File: src/rtl/triplet_pkg.sv
// Shared types and helpers for the triplet sampler and its output FIFO.
// Optional per-entry disagree bit is enabled by TRIPLET_DISAGREE_EN.
package triplet_pkg;

   localparam int ERR_CNT_W = 8;

   typedef struct packed {
`ifdef TRIPLET_DISAGREE_EN
      logic       disagree;
`endif
      logic [2:0] trip;
      logic       vote;
   } triplet_entry_t;

   function automatic logic vote3(input logic [2:0] a);
      return a[0] ? (a[1] | a[2]) : (a[1] & a[2]);
   endfunction

endpackage

File: src/rtl/triplet_fifo.sv
// Synchronous FIFO of triplet entries; DEPTH must be a power of two (>= 2).
// A push into a full FIFO is accepted only when a pop happens on the same edge.
module triplet_fifo import triplet_pkg::*; #(
   parameter int DEPTH = 4
) (
   input  logic           clk,
   input  logic           rst,
   input  logic           push,
   input  triplet_entry_t wr_data,
   input  logic           pop,
   output triplet_entry_t rd_data,
   output logic           full,
   output logic           empty
);

   localparam int AW = $clog2(DEPTH);
   localparam logic [AW:0] FULL_CNT = (AW+1)'(DEPTH);

   triplet_entry_t mem [DEPTH];
   logic [AW-1:0]  wr_ptr;
   logic [AW-1:0]  rd_ptr;
   logic [AW:0]    count;
   logic           do_push;
   logic           do_pop;

   assign do_pop  = pop && !empty;
   assign do_push = push && (!full || do_pop);

   // Storage is cleared on reset so the head reads as zero while empty.
   always_ff @(posedge clk) begin
      if (rst) begin
         wr_ptr <= '0;
         rd_ptr <= '0;
         count  <= '0;
         for (int i = 0; i < DEPTH; i++) begin
            mem[i] <= '0;
         end
      end else begin
         if (do_push) begin
            mem[wr_ptr] <= wr_data;
            wr_ptr      <= wr_ptr + 1'b1;
         end
         if (do_pop) begin
            rd_ptr <= rd_ptr + 1'b1;
         end
         case ({do_push, do_pop})
            2'b10:   count <= count + 1'b1;
            2'b01:   count <= count - 1'b1;
            default: count <= count;
         endcase
      end
   end

   assign full    = (count == FULL_CNT);
   assign empty   = (count == '0);
   assign rd_data = mem[rd_ptr];

endmodule

File: src/rtl/triplet_sampler.sv
// Oversampling front end: captures three mid-bit samples per bit period and queues
// them with their majority vote. TRIPLET_DISAGREE_EN adds disagree flag and err_cnt.
module triplet_sampler import triplet_pkg::*; #(
   parameter int DIV   = 8,
   parameter int DEPTH = 4
) (
   input  logic       clk,
   input  logic       rst,
   input  logic       din,
   input  logic       en,
   output logic [2:0] trip,
   output logic       vote,
   output logic       out_valid,
   input  logic       out_ready,
   output logic       overflow
`ifdef TRIPLET_DISAGREE_EN
   ,
   output logic                 disagree,
   output logic [ERR_CNT_W-1:0] err_cnt
`endif
);

   localparam int PW = $clog2(DIV);
   localparam logic [PW-1:0] PH_S0   = PW'(DIV/2 - 1);
   localparam logic [PW-1:0] PH_S1   = PW'(DIV/2);
   localparam logic [PW-1:0] PH_S2   = PW'(DIV/2 + 1);
   localparam logic [PW-1:0] PH_LAST = PW'(DIV - 1);

   logic           din_m;
   logic           din_s;
   logic [PW-1:0]  phase;
   logic [2:0]     trip_r;
   logic           push;
   logic           pop;
   logic           full;
   logic           empty;
   logic           push_drop;
   triplet_entry_t wr_entry;
   triplet_entry_t head;

   always_ff @(posedge clk) begin
      if (rst) begin
         din_m <= 1'b0;
         din_s <= 1'b0;
      end else begin
         din_m <= din;
         din_s <= din_m;
      end
   end

   // Dropping en restarts the bit period; a partial triplet is simply overwritten.
   always_ff @(posedge clk) begin
      if (rst) begin
         phase  <= '0;
         trip_r <= '0;
      end else if (!en) begin
         phase <= '0;
      end else begin
         phase <= (phase == PH_LAST) ? '0 : phase + 1'b1;
         if (phase == PH_S0) trip_r[0] <= din_s;
         if (phase == PH_S1) trip_r[1] <= din_s;
         if (phase == PH_S2) trip_r[2] <= din_s;
      end
   end

   assign push      = en && (phase == PH_LAST);
   assign pop       = out_valid && out_ready;
   assign push_drop = push && full && !pop;

   always_comb begin
      wr_entry      = '0;
      wr_entry.trip = trip_r;
      wr_entry.vote = vote3(trip_r);
`ifdef TRIPLET_DISAGREE_EN
      wr_entry.disagree = (trip_r != 3'b000) && (trip_r != 3'b111);
`endif
   end

   triplet_fifo #(
      .DEPTH (DEPTH)
   ) u_fifo (
      .clk     (clk),
      .rst     (rst),
      .push    (push),
      .wr_data (wr_entry),
      .pop     (pop),
      .rd_data (head),
      .full    (full),
      .empty   (empty)
   );

   assign out_valid = !empty;
   assign trip      = head.trip;
   assign vote      = head.vote;

   always_ff @(posedge clk) begin
      if (rst) begin
         overflow <= 1'b0;
      end else if (push_drop) begin
         overflow <= 1'b1;
      end
   end

`ifdef TRIPLET_DISAGREE_EN
   logic push_ok;

   assign push_ok  = push && !push_drop;
   assign disagree = head.disagree;

   always_ff @(posedge clk) begin
      if (rst) begin
         err_cnt <= '0;
      end else if (push_ok && wr_entry.disagree && (err_cnt != '1)) begin
         err_cnt <= err_cnt + 1'b1;
      end
   end
`endif

endmodule

File: config.mk
export PLATFORM = sky130hd
export DESIGN_NAME = triplet_sampler
export DESIGN_NICKNAME = d
export VERILOG_FILES = /design/src/rtl/triplet_pkg.sv /design/src/rtl/triplet_fifo.sv /design/src/rtl/triplet_sampler.sv
export SDC_FILE = /design/constraint.sdc
export NUM_CORES = 1
export LEC_CHECK = 0
export BUFFER_PORTS_ARGS = -buffer_cell sky130_fd_sc_hd__clkbuf_2
export CAP_MARGIN = 20
export CORE_UTILIZATION = 46
export DETAILED_ROUTE_END_ITERATION = 8
export PLACE_DENSITY = 0.67
export SYNTH_ARGS = -nofsm -noshare
export SYNTH_HDL_FRONTEND = slang
export SYNTH_SLANG_ARGS = --single-unit
File: constraint.sdc
create_clock -name clk -period 2.55 [get_ports clk]
set_input_delay 0.255 -clock clk [delete_from_list [all_inputs] [get_ports clk]]
set_output_delay 0.255 -clock clk [all_outputs]
set_load 0.01 [all_outputs]
==> flow_summary.yaml <==
power:
  pwr-share-comb_pct: 3.8
  p_per_area_nw_per_um2: 541
  switching_power_mw: 0.201
  sequentialPowerShare_pct: 65.1
  peakVddDrop_mv: 0.339
  swShare_pct: 22.4
  internal_power_mw: 0.696
  pwr-share-clk_pct: 31.1
  power.leakage_nw: 0.588
critical_path:
  cpPeakStageDelay_ns: 0.43
  required_ns: 2.80
  path_max_fanout: 7
  endpoint_kind: "register"
  worstSetupStartpointType: "register"
  critPathArrivalTime_ns: 2.60
  crit_type: "reg2reg"
  rr_endpoint: "u_fifo.count[2]$_SDFFE_PP0P_"
  crit_end: "u_fifo.count[2]$_SDFFE_PP0P_"
  startpoint: "phase[0]$_SDFF_PP0_"
  reg2regPathDepth: 9
  critical_path.cell_chain: "ha_1 -> ha_1 -> nand2_2 -> nand2_1 -> fa_1 -> nor4bb_2 -> a21oi_1 -> or2_2 -> a21oi_1"
  timing.rr.start: "phase[0]$_SDFF_PP0_"
  r2r_slack_ns: 0.20
  cpMaxStageDelayCell: "fa_1"
placement:
  dpl.cell_count: 187
  dpl.hpwl_mm: 1.74
  port_buffers: 10
  gp_congestion: 0.796
logic_synthesis:
  yosysWarnings: 0
  synth_top_area_share_pct: 31.6
  ys_top_cells_by_area: "edfxtp_1 (32%), dfxtp_1 (24%), nor2_1 (7.2%)"
  netlist_area_um2: 1520
  syn_nets: 150
  yosysTopAreaCell: "edfxtp_1"
  ys_ff_latch: 34
  synthArstFlopShare_pct: 0
  synth_cell_types: 36
  syn_inst: 139
  yosysSeqAreaShare_pct: 55.3
  syn_area_per_cell_um2: 10.9
  synth-edff-count: 16
  synth_flop_cell: "dfxtp_1"
global_route:
  grt_max_degree: 26
  grt_pass1_vias: 919
  grt_pass1_wl_mm: 4.00
  antenna_found_initial: 0
  gr-usage-all-layers_pct: 15.9
  gr-total-overflow: 0
final_layout:
  layout-drive-gt1-share_pct: 17.9
  nNetsFinal: 161
  n_antenna_cell: 0
  synthToLayoutAreaGrowth_pct: 9.13
  final_cells: 195
  fill_cells: 295
sta:
  maxSlewHeadroom_pct: 65.4
  layout_min_cycle_time_ns: 2.35
  fin_skew_ns: 0.00930
  tightestPinTransition_ns: 0.512
  finalSetupTns_ns: 0
  slew_violations: 0
  setup_viol: 0
  fmax_ghz: 0.426
  period_share_pct: 92.1
  hold_viol_final: 0
  rsz0062_at_grt: "no"
drt:
  wl_per_cell_um: 12.1
  ant_nets: 0
  viasPerCell: 4.95
  first_pass_iters: 4
  drt_iter0_drc: 19
  wl_mm: 2.36
  drc: 0
  vias: 965
die:
  rows: 20
  die_w_um: 59.5
  initial_utilization_pct: 49.0
  die_y_um: 59.5
  coreArea_um2: 3100
  pin_count: 11
  die_area_um2: 3540
clock_network:
  cts_hold_buffers: 0
  cts_buffers: 5
  cts_buffer_depth: 2
  cts_setup_buffers: 0
  clock-sinks: 34
  clockRootBuffer: "clkbuf_4"
  path_clk_slew_ns: 0.10
  htreeDepth: 2
  insertion_delay_ns: 0.33
  cts_tree: "yes"
status:
  outcome: "finished, final reports clean"
job:
  maxCapViolations: 0
min_path:
  hold_class: "in2reg"
logic make-up after synthesis:
logic type	count (synthesis)	share of synthesized area, %
xor gates and xnor gates	4	2.30
adders and majority gates	6	5.43
buffers and inverters	12	3.21
and+or+nand+nor	58	18.2
AOI/OAI and AO/OA	18	7.65
muxes	7	7.98
DFF	34	55.3
state kept, by name (all words and copies together), names as in the netlist, named ones only:
name	flops
overflow	1
u_fifo.rd_ptr	2
din_m	1
u_fifo.count	3
u_fifo.wr_ptr	2
phase	3
trip_r	3
din_s	1
u_fifo.mem	16
power groups by stage:
stage          Clock (mW)  Combinational [mW]  Sequential [mW]
2_1_floorplan           0              0.0233            0.596
3_3_place_gp            0              0.0332            0.597
3_5_place_dp            0              0.0340            0.598
4_1_cts             0.291              0.0342            0.585
5_1_grt             0.313              0.0382            0.586
6_report            0.279              0.0340            0.585
worst max-delay path, delay by kind of cell (launching register included):
family	cells	cell delay, ns
AOI/OAI and AO/OA	2	0.20
adders and majority gates	3	0.91
DFF	1	0.35
and+or+nand+nor	4	0.83
through the flow:
step	total power, mW	area (µm²)	setup WS, ns	hold WS, ns	utilization, %
6_report	0.898	1660	0.202	0.135	53.5
3_3_place_gp	0.630	1600	0.281	0.424	51.6
2_1_floorplan	0.619	1520	0.379	0.383	-
4_1_cts	0.910	1650	0.176	0.122	53.3
5_1_grt	0.938	1660	0.0297	0.111	53.5
3_5_place_dp	0.632	1600	0.204	0.426	51.6
how the worst min path moves through the flow:
stage	from	endpoint	slack [ns]	cells after the start
2_1_floorplan	din	din_m$_SDFF_PP0_	0.38	1
3_3_place_gp	din_m$_SDFF_PP0_	din_s$_SDFF_PP0_	0.42	1
3_5_place_dp	din_m$_SDFF_PP0_	din_s$_SDFF_PP0_	0.43	1
4_1_cts	din	din_m$_SDFF_PP0_	0.12	2
5_1_grt	din	din_m$_SDFF_PP0_	0.11	2
6_report	din	din_m$_SDFF_PP0_	0.14	2
synthesized netlist by cell type (2+ instances only):
master / instances
nor2_1: 29
edfxtp_1: 16
a31oi_1: 2
dfxtp_1: 18
nand3_1: 4
o21ai_0: 2
nand2b_1: 6
buf_2: 2
ha_1: 5
mux2i_1: 2
inv_1: 6
mux4_2: 4
nand2_1: 6
xnor2_1: 3
a21oi_1: 6
o31ai_1: 2
or3_1: 4
clkbuf_1: 3
nor2b_1: 2
routing by layer:
| layer | up-vias | track usage (%) | part of all wire [%] |
|---|---|---|---|
| li1 | 502 | - | - |
| met1 | 450 | 18.1 | 45 |
| met2 | 11 | 26.3 | 51 |
| met3 | 2 | 6.55 | 3.1 |
| met4 | 0 | 6.64 | 0.76 |
| met5 | - | 0 | 0 |
cell type report:
cell class | count | area, µm² | share of cell area, %
repair buffers | 10 | 50.0 | 3.01
clock inverters | 3 | 16.3 | 0.980
inverters | 6 | 22.5 | 1.36
multi-input cells | 93 | 638 | 38.4
clock buffers | 5 | 37.5 | 2.26
flip-flops and latches | 34 | 841 | 50.6
well taps | 44 | 55.1 | 3.32
layout by cell type (no fill, tap or decap), types with 2 or more instances in the layout:
| cell | n |
|---|---|
| dfxtp_1 | 18 |
| or3_1 | 4 |
| o31ai_1 | 2 |
| nor2b_1 | 2 |
| clkbuf_2 | 10 |
| nand3_1 | 4 |
| nor2_1 | 29 |
| inv_1 | 6 |
| nand2b_1 | 6 |
| clkbuf_4 | 5 |
| ha_1 | 5 |
| a31oi_1 | 2 |
| mux4_2 | 4 |
| xnor2_1 | 3 |
| mux2i_1 | 2 |
| edfxtp_1 | 16 |
| o21ai_0 | 2 |
| a21oi_1 | 6 |
| nand2_1 | 6 |
timing repair:
action                                  in CTS  in global routing
endpoints found under the setup margin       0                  1
endpoints found under the hold margin        0                  0
resized for setup                            0                  1
(Power assumes the default switching activity.)
